`src/rtl/traffic_pkg.sv`:
```
// Shared definitions for the traffic phase controller: state codes, light codes
// and the default timer width.
package traffic_pkg;

    // Controller state encoding (visible on the state output).
    typedef logic [1:0] state_t;
    localparam state_t ST_ALL_RED = 2'd0;
    localparam state_t ST_GREEN   = 2'd1;
    localparam state_t ST_YELLOW  = 2'd2;
    localparam state_t ST_PREEMPT = 2'd3;

    // Per-phase light code, packed as {red, yellow, green}.
    localparam logic [2:0] RED = 3'b100;
    localparam logic [2:0] YEL = 3'b010;
    localparam logic [2:0] GRN = 3'b001;

    localparam int unsigned TMR_W_DEFAULT = 8;

endpackage

```
`src/rtl/phase_arbiter.sv`:
```
// Combinational round-robin finder: starting after last_phase and wrapping,
// returns the first phase with a non-zero vehicle count. last_phase itself is
// scanned last, so a sole demanding phase is served again.
module phase_arbiter #(
    parameter int unsigned N_PHASES = 4,
    parameter int unsigned CNT_W    = 5
) (
    input  logic [N_PHASES*CNT_W-1:0]   veh_cnt,
    input  logic [$clog2(N_PHASES)-1:0] last_phase,
    output logic [$clog2(N_PHASES)-1:0] next_phase,
    output logic                        next_valid
);

    localparam int unsigned PW = $clog2(N_PHASES);

    int idx;

    // Scan from the farthest offset to the nearest so the nearest demand wins.
    always_comb begin
        next_phase = last_phase;
        next_valid = 1'b0;
        idx        = 0;
        for (int k = int'(N_PHASES); k >= 1; k--) begin
            idx = int'(last_phase) + k;
            if (idx >= int'(N_PHASES)) begin
                idx = idx - int'(N_PHASES);
            end
            if (veh_cnt[idx*int'(CNT_W) +: CNT_W] != '0) begin
                next_phase = PW'(idx);
                next_valid = 1'b1;
            end
        end
    end

endmodule

```
`src/rtl/traffic_phase_ctrl.sv`:
```
// Demand-actuated traffic signal controller with emergency preemption.
// One phase at a time is served; every change between distinct phases passes
// through yellow and an all-red clearance interval. All timing is counted in
// tick pulses; outputs are registered alongside the state.
module traffic_phase_ctrl
    import traffic_pkg::*;
#(
    parameter int unsigned N_PHASES  = 4,
    parameter int unsigned CNT_W     = 5,
    parameter int unsigned TMR_W     = TMR_W_DEFAULT,
    parameter int unsigned GREEN_MIN = 10,
    parameter int unsigned GREEN_MAX = 40,
    parameter int unsigned YELLOW_T  = 4,
    parameter int unsigned ALLRED_T  = 2
) (
    input  logic                        clk,
    input  logic                        rst,
    input  logic                        tick,
    input  logic [N_PHASES*CNT_W-1:0]   veh_cnt,
    input  logic                        emerg_req,
    input  logic [$clog2(N_PHASES)-1:0] emerg_phase,
    output logic [3*N_PHASES-1:0]       lights,
    output logic [$clog2(N_PHASES)-1:0] active_phase,
    output logic [1:0]                  state
);

    localparam int unsigned PW = $clog2(N_PHASES);

    localparam logic [TMR_W-1:0] GMIN_LIM   = TMR_W'(GREEN_MIN);
    localparam logic [TMR_W-1:0] GMAX_LIM   = TMR_W'(GREEN_MAX);
    localparam logic [TMR_W-1:0] YEL_LIM    = TMR_W'(YELLOW_T);
    localparam logic [TMR_W-1:0] ALLRED_LIM = TMR_W'(ALLRED_T);

    state_t                state_q, state_d;
    logic [TMR_W-1:0]      tmr_q, tmr_d, tmr_inc;
    logic [PW-1:0]         phase_q, phase_d;
    logic [3*N_PHASES-1:0] lights_q, lights_d;

    logic          emerg_valid;
    logic          own_empty;
    logic [PW-1:0] arb_phase;
    logic          arb_valid;

    phase_arbiter #(
        .N_PHASES (N_PHASES),
        .CNT_W    (CNT_W)
    ) u_arbiter (
        .veh_cnt    (veh_cnt),
        .last_phase (phase_q),
        .next_phase (arb_phase),
        .next_valid (arb_valid)
    );

    // Request qualification and timer arithmetic shared by every state.
    always_comb begin
        // Out-of-range emergency phases are treated as no request.
        emerg_valid = emerg_req && (int'(emerg_phase) < int'(N_PHASES));
        own_empty   = (veh_cnt[int'(phase_q)*int'(CNT_W) +: CNT_W] == '0);
        tmr_inc     = (tmr_q == '1) ? tmr_q : tmr_q + TMR_W'(1);
    end

    // Next-state logic. Comparisons use the post-increment timer so that a
    // duration of T means exactly T ticks spent in the state.
    always_comb begin
        state_d = state_q;
        tmr_d   = tmr_q;
        phase_d = phase_q;
        case (state_q)
            ST_ALL_RED: begin
                if (tick) begin
                    tmr_d = tmr_inc;
                    if (tmr_inc >= ALLRED_LIM) begin
                        if (emerg_valid) begin
                            state_d = ST_PREEMPT;
                            phase_d = emerg_phase;
                            tmr_d   = '0;
                        end else if (arb_valid) begin
                            state_d = ST_GREEN;
                            phase_d = arb_phase;
                            tmr_d   = '0;
                        end
                        // No demand: stay here and re-evaluate on the next tick.
                    end
                end
            end
            ST_GREEN: begin
                // Emergency acts on the next clock, independent of tick.
                if (emerg_valid) begin
                    state_d = (emerg_phase == phase_q) ? ST_PREEMPT : ST_YELLOW;
                    tmr_d   = '0;
                end else if (tick) begin
                    tmr_d = tmr_inc;
                    if ((tmr_inc >= GMAX_LIM) || ((tmr_inc >= GMIN_LIM) && own_empty)) begin
                        state_d = ST_YELLOW;
                        tmr_d   = '0;
                    end
                end
            end
            ST_YELLOW: begin
                if (tick) begin
                    tmr_d = tmr_inc;
                    if (tmr_inc >= YEL_LIM) begin
                        state_d = ST_ALL_RED;
                        tmr_d   = '0;
                    end
                end
            end
            ST_PREEMPT: begin
                // A dropped request or a different target both leave via yellow.
                if (tick) begin
                    tmr_d = tmr_inc;
                    if (!emerg_valid || (emerg_phase != phase_q)) begin
                        state_d = ST_YELLOW;
                        tmr_d   = '0;
                    end
                end
            end
            default: begin
                state_d = ST_ALL_RED;
                tmr_d   = '0;
            end
        endcase
    end

    // Light pattern for the upcoming state, so it is registered with it.
    always_comb begin
        lights_d = '0;
        for (int i = 0; i < int'(N_PHASES); i++) begin
            lights_d[3*i +: 3] = RED;
            if ((state_d != ST_ALL_RED) && (int'(phase_d) == i)) begin
                lights_d[3*i +: 3] = (state_d == ST_YELLOW) ? YEL : GRN;
            end
        end
    end

    // State, timer, served phase and lights; reset forces all red at once.
    always_ff @(posedge clk or negedge rst) begin
        if (!rst) begin
            state_q  <= ST_ALL_RED;
            tmr_q    <= '0;
            phase_q  <= PW'(N_PHASES - 1);
            lights_q <= {N_PHASES{RED}};
        end else begin
            state_q  <= state_d;
            tmr_q    <= tmr_d;
            phase_q  <= phase_d;
            lights_q <= lights_d;
        end
    end

    assign lights       = lights_q;
    assign active_phase = phase_q;
    assign state        = state_q;

endmodule
```
`config.mk`:
```
export PLATFORM = sky130hd
export DESIGN_NAME = traffic_phase_ctrl
export DESIGN_NICKNAME = d
export VERILOG_FILES = /design/src/rtl/traffic_pkg.sv /design/src/rtl/phase_arbiter.sv /design/src/rtl/traffic_phase_ctrl.sv
export SDC_FILE = /design/constraint.sdc
export NUM_CORES = 1
export LEC_CHECK = 0
export ABC_AREA = 0
export CAP_MARGIN = 20
export CORE_ASPECT_RATIO = 0.9
export CORE_MARGIN = 4
export CORE_UTILIZATION = 60
export CTS_CLUSTER_SIZE = 16
export DETAILED_ROUTE_END_ITERATION = 8
export HOLD_SLACK_MARGIN = 0.1
export PLACE_DENSITY = 0.83
export SLEW_MARGIN = 20
export SYNTH_ARGS = -nofsm -noshare
export SYNTH_HDL_FRONTEND = slang
export SYNTH_SLANG_ARGS = --single-unit
export TNS_END_PERCENT = 100
```
`constraint.sdc`:
```
create_clock -name clk -period 11.4 [get_ports clk]
set_clock_uncertainty 0.05 [all_clocks]
set_input_delay 2.85 -clock clk [delete_from_list [all_inputs] [get_ports clk]]
set_output_delay 2.85 -clock clk [all_outputs]
set_load 0.01 [all_outputs]
```
==> results.py, run 1 <==
metrics = {
    "run_status": {
        "outcome": "finished, final reports clean",
    },
    "setup_path": {
        "end_kind": "register",
        "timing.rr.start": "active_phase[0]$_DFF_PN1_",
        "r2r_end": "lights[6]$_DFF_PN0_",
        "crit_required_ns": 11.50,
        "cpLargestDelayFamily": "simple AND/OR/NAND/NOR gates",
        "path_buf_inv": 1,
        "slowest_delay_ns": 0.57,
        "timing_worst_setup_path_type": "input port to register",
        "arrival_ns": 5.78,
        "slowest_stage": "clkdlybuf4s50_1",
        "critPathLaunchType": "input port",
        "path_cells": "clkdlybuf4s50_1 -> or3_1 -> a2111oi_0 -> o221a_2 -> a211oi_1 -> or2_1 -> nor4_4 -> or2_2 -> nor3_1",
        "worstRegToRegCells": 14,
        "path_max_fanout": 8,
        "ff2ff_setup_slack_ns": 6.30,
    },
    "clock_tree": {
        "clk_pin_slew_worst_paths_ns": 0.09,
        "cts_sinks": 24,
        "cts-buffers-inserted": 3,
        "worstSkewPairLatency_ns": 0.27,
        "clockBufferDepth": 2,
        "postCtsResizedCells": 0,
        "cts-htree-levels": 1,
        "ctsHoldBuffers": 0,
        "postCtsSetupBuffers": 0,
        "cts_root_buf": "clkbuf_8",
        "cts_tree": "yes",
    },
    "sta": {
        "worst_pin_slew_ns": 0.7108,
        "slew_viol_final": 0,
        "min_period_ns": 5.680,
        "timing.final.hold_violations": 0,
        "final.setup.tns_ns": 0,
        "rsz0062_at_grt": "false",
        "setup_violations": 0,
        "finalCritPeriodShare_pct": 49.83,
        "max_freq_ghz": 0.1761,
        "relSlewSlack_pct": 52.61,
        "setup_slack_ns": 5.720,
    },
    "floorplan": {
        "num_io_pins": 42,
        "start_util_pct": 63.93,
        "die-area_sq_um": 6058,
        "rows": 23,
        "coreArea_sq_um": 4576,
        "dieHeight_um": 74.24,
        "die_w_um": 81.60,
    },
    "yosys": {
        "ys_types": 79,
        "async_flop_share_pct": 100.0,
        "yosysWarnings": 0,
        "synth_edf_count": 0,
        "synth_seq_cells": 24,
        "syn_area_per_cell_sq_um": 8.037,
        "syn_area_sq_um": 2925,
        "ys_seq_area_share_pct": 20.79,
        "synthCells": 364,
        "synth_top_flop_cell": "dfrtp_1",
    },
    "place": {
        "dp_hpwl_um": 5722,
        "io_buffers": 41,
        "gp_congestion": 0.9462,
        "place_area_sq_um": 3306,
        "place_ws_ns": 5.500,
    },
    "detailed_routing": {
        "firstDrtPassIters": 5,
        "wirelength_um": 7811,
        "antenna_left": 0,
        "viasPerCell": 6.757,
        "drc_errors": 0,
        "initialDrtViolationCount": 244,
        "vias": 3054,
        "wl_per_cell_um": 17.28,
    },
    "global_route": {
        "grt_pass1_vias": 2639,
        "grt_antenna_before_repair": 0,
        "grtUsageTotal_pct": 26.52,
        "grt_overflow_total": 0,
        "grt_max_degree": 59,
        "grt_first_pass_wirelength_um": 12780,
    },
    "layout": {
        "fin_nets": 432,
        "final_common_cell": "clkdlybuf4s50_1",
        "diodes": 0,
        "stdcell_area_sq_um": 3372,
        "area_growth_pct": 15.27,
        "fill_cells": 354,
        "final_cell_mix": "clkdlybuf4s50_1 (40), nor2_1 (29), nand2_1 (27), inv_1 (18), dfrtp_1 (18)",
        "drive_above_1_share_pct": 9.487,
    },
    "min_path": {
        "hp-start": "tmr_q[0]$_DFFE_PN0P_",
        "holdCritPathClass": "register to register",
        "holdPathStages": 2,
        "hold_end": "tmr_q[0]$_DFFE_PN0P_",
    },
    "job": {
        "max-cap-violations": 0,
    },
    "power": {
        "vdd_drop_max_mv": 0.2011,
        "powerDensity_nw_per_um2": 232.3,
        "p_leak_nw": 1.381,
    },
}
==> sequential cells by signal, indices dropped and copies added, names as in the netlist <==
name          flops
lights           12
state             2
active_phase      2
tmr_q             8
==> where the power goes <==
| group | switching, mW | internal, mW |
|---|---|---|
| Sequential | 0.0303 | 0.114 |
| Combinational | 0.328 | 0.235 |
| Clock | 0.0278 | 0.0470 |
==> final cells by class <==
cell class / count / area, sq um / share of cell area, %
Clock inverter: 1 / 30.03 / 0.8905
Sequential cell: 24 / 608.1 / 18.03
Inverter: 20 / 77.57 / 2.301
Timing Repair Buffer: 42 / 412.9 / 12.24
Clock buffer: 3 / 41.29 / 1.224
Tap cell: 62 / 77.57 / 2.301
Multi-Input combinational cell: 300 / 2125 / 63.01
==> worst max path at each step <==
stage	from	end	slack, ns	cells after the start
2_1_floorplan	veh_cnt[16]	lights[3]$_DFF_PN0_	6.40	8
3_3_place_gp	veh_cnt[8]	lights[3]$_DFF_PN0_	5.52	9
3_5_place_dp	veh_cnt[8]	lights[6]$_DFF_PN0_	5.50	9
4_1_cts	veh_cnt[8]	lights[6]$_DFF_PN0_	5.77	9
5_1_grt	veh_cnt[8]	lights[10]$_DFF_PN0_	5.51	9
6_report	veh_cnt[8]	lights[6]$_DFF_PN0_	5.72	9
==> worst min-delay path, cell delays in order, from the launching register on <==
cell     delay [ns]
dfrtp_1        0.47
nand2_1        0.09
nand2_1        0.04
==> per-stage QoR <==
step | utilization (%) | hold slack [ns] | power, mW | std cells
after floorplan | - | 0.4999 | 0.5692 | 365
after global placement | 72.25 | 0.5584 | 0.6874 | 448
after detailed placement | 72.25 | 0.5709 | 0.6983 | 448
after CTS | 73.80 | 0.5810 | 0.7744 | 452
after global routing | 73.69 | 0.6265 | 0.8433 | 452
final | 73.69 | 0.5874 | 0.7832 | 452
==> logic make-up after synthesis <==
| family | Yosys count | share of synthesized area (%) |
|---|---|---|
| simple gates | 154 | 29.64 |
| compound gates | 104 | 27.76 |
| buf+inv | 41 | 6.715 |
| flops | 24 | 20.79 |
| mux | 18 | 6.373 |
| fa+ha+maj | 15 | 6.672 |
| xor+xnor | 6 | 1.796 |
| other cells | 2 | 0.2567 |
==> per-layer routing <==
metal / share of wire [%] / track usage (%) / vias up
met2: 44 / 39.33 / 174
met3: 11 / 5.811 / 9
met1: 45 / 40.52 / 1438
met4: 0.63 / 3.321 / 0
li1: - / - / 1433
met5: 0 / 0 / -
==> cells in the mapped netlist, drive strengths merged, types with 4 or more instances <==
master / n / area share (%)
nor2: 29 / 3.7
nand2: 27 / 3.5
inv: 20 / 2.7
dfrtp: 18 / 15
nor3: 18 / 3.6
a21oi: 16 / 2.7
ha: 14 / 6.0
mux2i: 13 / 4.4
nand3: 12 / 2.1
clkbuf: 11 / 1.4
nand2b: 11 / 2.4
nor2b: 11 / 2.6
o21ai: 11 / 2.0
buf: 10 / 2.7
a2111oi: 8 / 2.6
and2: 8 / 1.8
and3: 7 / 1.5
o22ai: 7 / 1.5
o32ai: 7 / 2.1
dfstp: 6 / 5.4
or2: 6 / 1.3
a31oi: 5 / 1.1
a32oi: 5 / 1.5
mux2: 5 / 1.9
o311a: 5 / 1.7
nor3b: 4 / 1.0
nor4: 4 / 1.4
o211ai: 4 / 1.0
or3: 4 / 1.0
xnor2: 4 / 1.2
No activity file was read; power rests on OpenSTA's default activity.
==> run 2: changes to the inputs <==
--- a/config.mk
+++ b/config.mk
@@ -9,11 +9,11 @@
 export CAP_MARGIN = 20
 export CORE_ASPECT_RATIO = 0.9
 export CORE_MARGIN = 4
-export CORE_UTILIZATION = 60
+export CORE_UTILIZATION = 51
 export CTS_CLUSTER_SIZE = 16
 export DETAILED_ROUTE_END_ITERATION = 8
 export HOLD_SLACK_MARGIN = 0.1
-export PLACE_DENSITY = 0.83
+export PLACE_DENSITY = 0.74
 export SLEW_MARGIN = 20
 export SYNTH_ARGS = -nofsm -noshare
 export SYNTH_HDL_FRONTEND = slang
==> constraint.sdc (replaced) <==
create_clock -name clk -period 4.7 [get_ports clk]
set_clock_uncertainty 0.05 [all_clocks]
set_input_delay 1.175 -clock clk [delete_from_list [all_inputs] [get_ports clk]]
set_output_delay 1.175 -clock clk [all_outputs]
set_load 0.01 [all_outputs]
==> run 2 against run 1 <==
Net effect: via count down 3.1%; hold slack better by 0.012 ns; wire length rose by 3.0%; global-route usage fell by 3.4 points; sequential share of layout area shrank 0.11 points; critical path depth up 5; non-clock buffer count rose by 2; largest power group unchanged; highest routed layer unchanged.
==> results.py, run 2 (synthesized netlist as in run 1, its figures left out) <==
metrics = {
    "run_status": {
        "outcome": "finished, final reports clean",
    },
    "setup_path": {
        "worstRegToRegCells": 14,
        "crit_required_ns": 4.81,
        "end_kind": "register",
        "worstSetupEndpoint": "tmr_q[7]$_DFFE_PN0P_",
        "crit_start": "active_phase[0]$_DFF_PN1_",
        "arrival_ns": 4.26,
        "timing_worst_setup_path_type": "register to register",
        "timing.rr.start": "active_phase[0]$_DFF_PN1_",
        "r2r_end": "tmr_q[7]$_DFFE_PN0P_",
        "ff2ff_setup_slack_ns": 0.55,
        "path_max_fanout": 54,
        "critPathLaunchType": "register",
    },
    "detailed_routing": {
        "antenna_left": 0,
        "wl_per_cell_um": 17.52,
        "viasPerCell": 6.444,
        "initialDrtViolationCount": 228,
        "drc_errors": 0,
        "vias": 2958,
        "firstDrtPassIters": 5,
        "wirelength_um": 8042,
    },
    "job": {
        "max-cap-violations": 0,
    },
    "layout": {
        "final_cell_mix": "clkdlybuf4s50_1 (40), nor2_1 (29), nand2_1 (27), inv_1 (18), dfrtp_1 (18)",
        "drive_above_1_share_pct": 9.949,
        "fill_cells": 498,
        "largest_reg_flops": 12,
        "stdcell_area_sq_um": 3393,
        "final_common_cell": "clkdlybuf4s50_1",
        "stdcell_count": 459,
        "fin_nets": 434,
        "diodes": 0,
        "area_growth_pct": 16.00,
    },
    "sta": {
        "hold-worst-slack_ns": 0.5995,
        "max_freq_ghz": 0.2412,
        "worst_pin_slew_ns": 0.5684,
        "finalCritPeriodShare_pct": 88.21,
        "relSlewSlack_pct": 61.13,
        "slew_viol_final": 0,
        "setup_violations": 0,
        "final.setup.tns_ns": 0,
        "min_period_ns": 4.146,
        "rsz0062_at_grt": "false",
        "timing.final.hold_violations": 0,
    },
    "global_route": {
        "grtUsageTotal_pct": 23.14,
        "grt_pass1_vias": 2676,
        "grt_first_pass_wirelength_um": 13210,
        "grt_antenna_before_repair": 0,
        "grt_overflow_total": 0,
        "grt_max_degree": 55,
    },
    "power": {
        "p_leak_nw": 1.391,
        "vdd_drop_max_mv": 0.4973,
        "powerDensity_nw_per_um2": 565.2,
    },
    "clock_tree": {
        "postCtsResizedCells": 0,
        "cts_sinks": 24,
        "postCtsSetupBuffers": 0,
        "cts_root_buf": "clkbuf_8",
        "clockBufferDepth": 2,
        "cts_tree": "yes",
        "cts-buffers-inserted": 3,
        "cts-htree-levels": 1,
        "worstSkewPairLatency_ns": 0.27,
        "clk_pin_slew_worst_paths_ns": 0.08,
        "ctsHoldBuffers": 0,
    },
    "min_path": {
        "holdCritPathClass": "register to register",
        "holdPathStages": 2,
    },
    "floorplan": {
        "die-area_sq_um": 7013,
        "dieHeight_um": 79.85,
        "coreArea_sq_um": 5411,
        "start_util_pct": 54.06,
        "num_io_pins": 42,
        "rows": 25,
        "die_w_um": 87.83,
    },
    "place": {
        "io_buffers": 41,
        "dp.cells": 455,
        "place_area_sq_um": 3327,
        "dp_hpwl_um": 6005,
        "gp_congestion": 0.8686,
    },
}
-- run 2: cell types whose count changed in the layout (fill, tap and decap cells not counted) --
cell / delta
buf_4: +2
-- run 2: layout make-up --
class,instances,area [sq um],share of cell area [%]
well taps,67,83.83,2.471
inverters,20,77.57,2.286
clock buffers,3,41.29,1.217
flip-flops and latches,24,608.1,17.92
repair buffers,44,427.9,12.61
clock inverters,1,30.03,0.8850
multi-input cells,300,2125,62.61
-- run 2: metal layers --
layer | vias up | share of wire (%) | global-route usage (%)
met3 | 6 | 9.0 | 6.398
li1 | 1443 | - | -
met4 | 0 | 0.42 | 2.914
met1 | 1394 | 47 | 34.57
met5 | - | 0 | 0
met2 | 115 | 44 | 33.73
-- run 2: worst min path at each step --
stage,startpoint,end
6_report,tmr_q[0]$_DFFE_PN0P_,tmr_q[0]$_DFFE_PN0P_
5_1_grt,tmr_q[0]$_DFFE_PN0P_,tmr_q[0]$_DFFE_PN0P_
4_1_cts,tmr_q[0]$_DFFE_PN0P_,tmr_q[0]$_DFFE_PN0P_
3_5_place_dp,tmr_q[0]$_DFFE_PN0P_,tmr_q[0]$_DFFE_PN0P_
3_3_place_gp,tmr_q[0]$_DFFE_PN0P_,tmr_q[0]$_DFFE_PN0P_
2_1_floorplan,tmr_q[0]$_DFFE_PN0P_,tmr_q[0]$_DFFE_PN0P_
-- run 2: critical path, cell delays in order, from the launching register on --
cell and delay (ns):
dfstp_2 0.58, buf_4 0.49, ha_1 0.26, and2_1 0.15
ha_1 0.16, nor2b_1 0.13, ha_1 0.20, nor4bb_1 0.30
o211a_1 0.19, mux2i_1 0.08, a211oi_1 0.40, or2_1 0.24
nor4_4 0.10, or4_4 0.55, and2_1 0.16
-- run 2: stage by stage --
step / setup WS, ns / util, % / power (mW)
global route: 0.2513 / 62.71 / 2.083
detailed placement: 0.4345 / 61.48 / 1.720
global placement: 0.4961 / 61.48 / 1.708
finish: 0.5542 / 62.71 / 1.918
floorplan: 0.3061 / - / 1.381
CTS: 0.5578 / 62.80 / 1.910
-- run 2: report_power, final --
group | leakage, nW | internal (mW) | switching (mW)
Sequential | 0.306 | 0.277 | 0.0564
Combinational | 1.05 | 0.583 | 0.820
Clock | 0.0357 | 0.114 | 0.0671
Total | 1.39 | 0.974 | 0.944
==> run 3: changes to the inputs <==
--- a/config.mk
+++ b/config.mk
@@ -12,8 +12,9 @@
 export CORE_UTILIZATION = 51
 export CTS_CLUSTER_SIZE = 16
 export DETAILED_ROUTE_END_ITERATION = 8
-export HOLD_SLACK_MARGIN = 0.1
+export HOLD_SLACK_MARGIN = 0.15
 export PLACE_DENSITY = 0.74
+export SETUP_SLACK_MARGIN = 0.5
 export SLEW_MARGIN = 20
 export SYNTH_ARGS = -nofsm -noshare
 export SYNTH_HDL_FRONTEND = slang
==> run 3 against run 2 <==
Net effect: clock-buffer cell count unchanged; largest cell class unchanged; highest routed layer unchanged; die area unchanged; non-clock buffer count rose by 2; fmax grew 4.3%; sequential share of layout area fell by 0.19 points.
==> results.py, run 3 (synthesized netlist as in run 1, its figures left out) <==
metrics = {
    "min_path": {
        "hp-start": "tmr_q[0]$_DFFE_PN0P_",
        "holdCritPathClass": "register to register",
        "holdPathStages": 2,
    },
    "detailed_routing": {
        "antenna_left": 0,
        "firstDrtPassIters": 6,
        "drc_errors": 0,
        "initialDrtViolationCount": 336,
        "wl_per_cell_um": 17.68,
        "wirelength_um": 8150,
        "vias": 3052,
        "viasPerCell": 6.620,
    },
    "sta": {
        "finalCritPeriodShare_pct": 84.60,
        "max_freq_ghz": 0.2515,
        "setup_violations": 0,
        "worst_pin_slew_ns": 0.5833,
        "min_period_ns": 3.976,
        "final.setup.tns_ns": 0,
        "relSlewSlack_pct": 61.11,
        "slew_viol_final": 0,
        "rsz0062_at_grt": "true",
        "timing.final.hold_violations": 0,
    },
    "layout": {
        "fin_nets": 436,
        "area_growth_pct": 17.24,
        "final_common_cell": "clkdlybuf4s50_1",
        "largest_reg_flops": 12,
        "diodes": 0,
        "drive_above_1_share_pct": 11.42,
        "final_cell_mix": "clkdlybuf4s50_1 (40), nor2_1 (29), nand2_1 (27), dfrtp_1 (18), inv_1 (17)",
    },
    "floorplan": {
        "dieHeight_um": 79.85,
        "die_w_um": 87.83,
        "die-area_sq_um": 7013,
        "num_io_pins": 42,
        "rows": 25,
        "start_util_pct": 54.06,
        "coreArea_sq_um": 5411,
    },
    "power": {
        "seqPwrFrac_pct": 16.8,
        "power_frac_comb_pct": 73.9,
        "total_power_mw": 1.976,
        "p_sw_mw": 0.9620,
        "switching_share_pct": 48.69,
        "p_leak_nw": 1.402,
        "powerDensity_nw_per_um2": 576.2,
        "p_clk_share_pct": 9.3,
        "internal_power_mw": 1.014,
        "vdd_drop_max_mv": 0.6017,
    },
    "global_route": {
        "grt_antenna_before_repair": 0,
        "grt_max_degree": 54,
        "grt_first_pass_wirelength_um": 13300,
        "grtUsageTotal_pct": 23.25,
        "grt_overflow_total": 0,
        "grt_pass1_vias": 2702,
    },
    "setup_path": {
        "crit_required_ns": 4.80,
        "path_max_fanout": 8,
        "timing.rr.start": "active_phase[0]$_DFF_PN1_",
        "crit_start": "veh_cnt[8]",
        "timing_worst_setup_path_type": "input port to register",
        "arrival_ns": 4.07,
        "critPathLaunchType": "input port",
        "worstRegToRegCells": 14,
        "end_kind": "register",
    },
    "place": {
        "gp_congestion": 0.9270,
        "dp_hpwl_um": 5978,
        "io_buffers": 41,
    },
    "clock_tree": {
        "cts_tree": "yes",
        "worstSkewPairLatency_ns": 0.27,
        "cts-htree-levels": 1,
        "cts_root_buf": "clkbuf_8",
        "ctsHoldBuffers": 0,
        "clk_pin_slew_worst_paths_ns": 0.09,
        "cts_sinks": 24,
        "cts-buffers-inserted": 3,
        "clockBufferDepth": 2,
    },
    "job": {
        "max-cap-violations": 0,
    },
    "run_status": {
        "outcome": "finished, final reports clean",
    },
}
==> run 3: changes by cell type in the layout (fill, tap and decap cells not counted), sizes merged <==
cell / change
buf: +2
==> run 3: metrics by stage <==
step                hold WS (ns)  instances  setup WS [ns]  cell area [sq um]  utilization (%)
finish                    0.5950        461         0.7236               3430            63.38
CTS                       0.5896        458         0.6028               3406            62.94
global route              0.6263        461         0.4805               3430            63.38
detailed placement        0.5773        454         0.4730               3334            61.62
global placement          0.5576        454         0.4708               3334            61.62
floorplan                 0.4999        365         0.5622               2948                -
==> run 3: per-layer routing <==
metal  part of all wire [%]  wire [um]  vias to the layer above  GRT usage, %
li1                       -          -                     1446             -
met1                     46       3759                     1439         34.92
met2                     44       3621                      165         34.86
met3                    9.3        756                        2         5.366
met4                   0.15         12                        0         1.994
met5                      0          0                        -             0
==> run 3: what timing repair did <==
| item | in CTS | in global routing |
|---|---|---|
| setup buffers | 0 | 3 |
| resized for setup | 0 | 3 |
| setup endpoints to repair | 0 | 22 |
==> run 3: worst paths after layout <==
kind	to	slack, ns
max	lights[3]$_DFF_PN0_	0.72
min	tmr_q[0]$_DFFE_PN0P_	0.60
max reg2reg	tmr_q[7]$_DFFE_PN0P_	0.74
min reg2reg	tmr_q[0]$_DFFE_PN0P_	0.60
max in group asynchronous	active_phase[0]$_DFF_PN1_	3.41
min in group asynchronous	state[1]$_DFF_PN0_	0.82
==> run 3: cell type report <==
type                    count  area, sq um
flip-flops and latches     24        608.1
well taps                  67        83.83
fillers                   476         1982
inverters                  20        77.57
clock inverters             1        30.03
clock buffers               3        41.29
multi-input cells         300         2142
repair buffers             46        446.7
==> run 3: critical path, cell delays in order <==
cell and delay [ns]:
clkdlybuf4s50_1 0.57, or3_1 0.41, a2111oi_0 0.43, o221a_2 0.30, a211oi_1 0.08, or2_4 0.27, nor4_4 0.50, or2_2 0.27
nor3_1 0.07
==> run 3: power by group through the flow <==
stage	registers, mW	logic, mW	clock network (mW)
6_report	0.331	1.46	0.184
5_1_grt	0.339	1.61	0.193
4_1_cts	0.329	1.40	0.187
3_5_place_dp	0.333	1.40	0
3_3_place_gp	0.332	1.39	0
2_1_floorplan	0.337	1.07	0
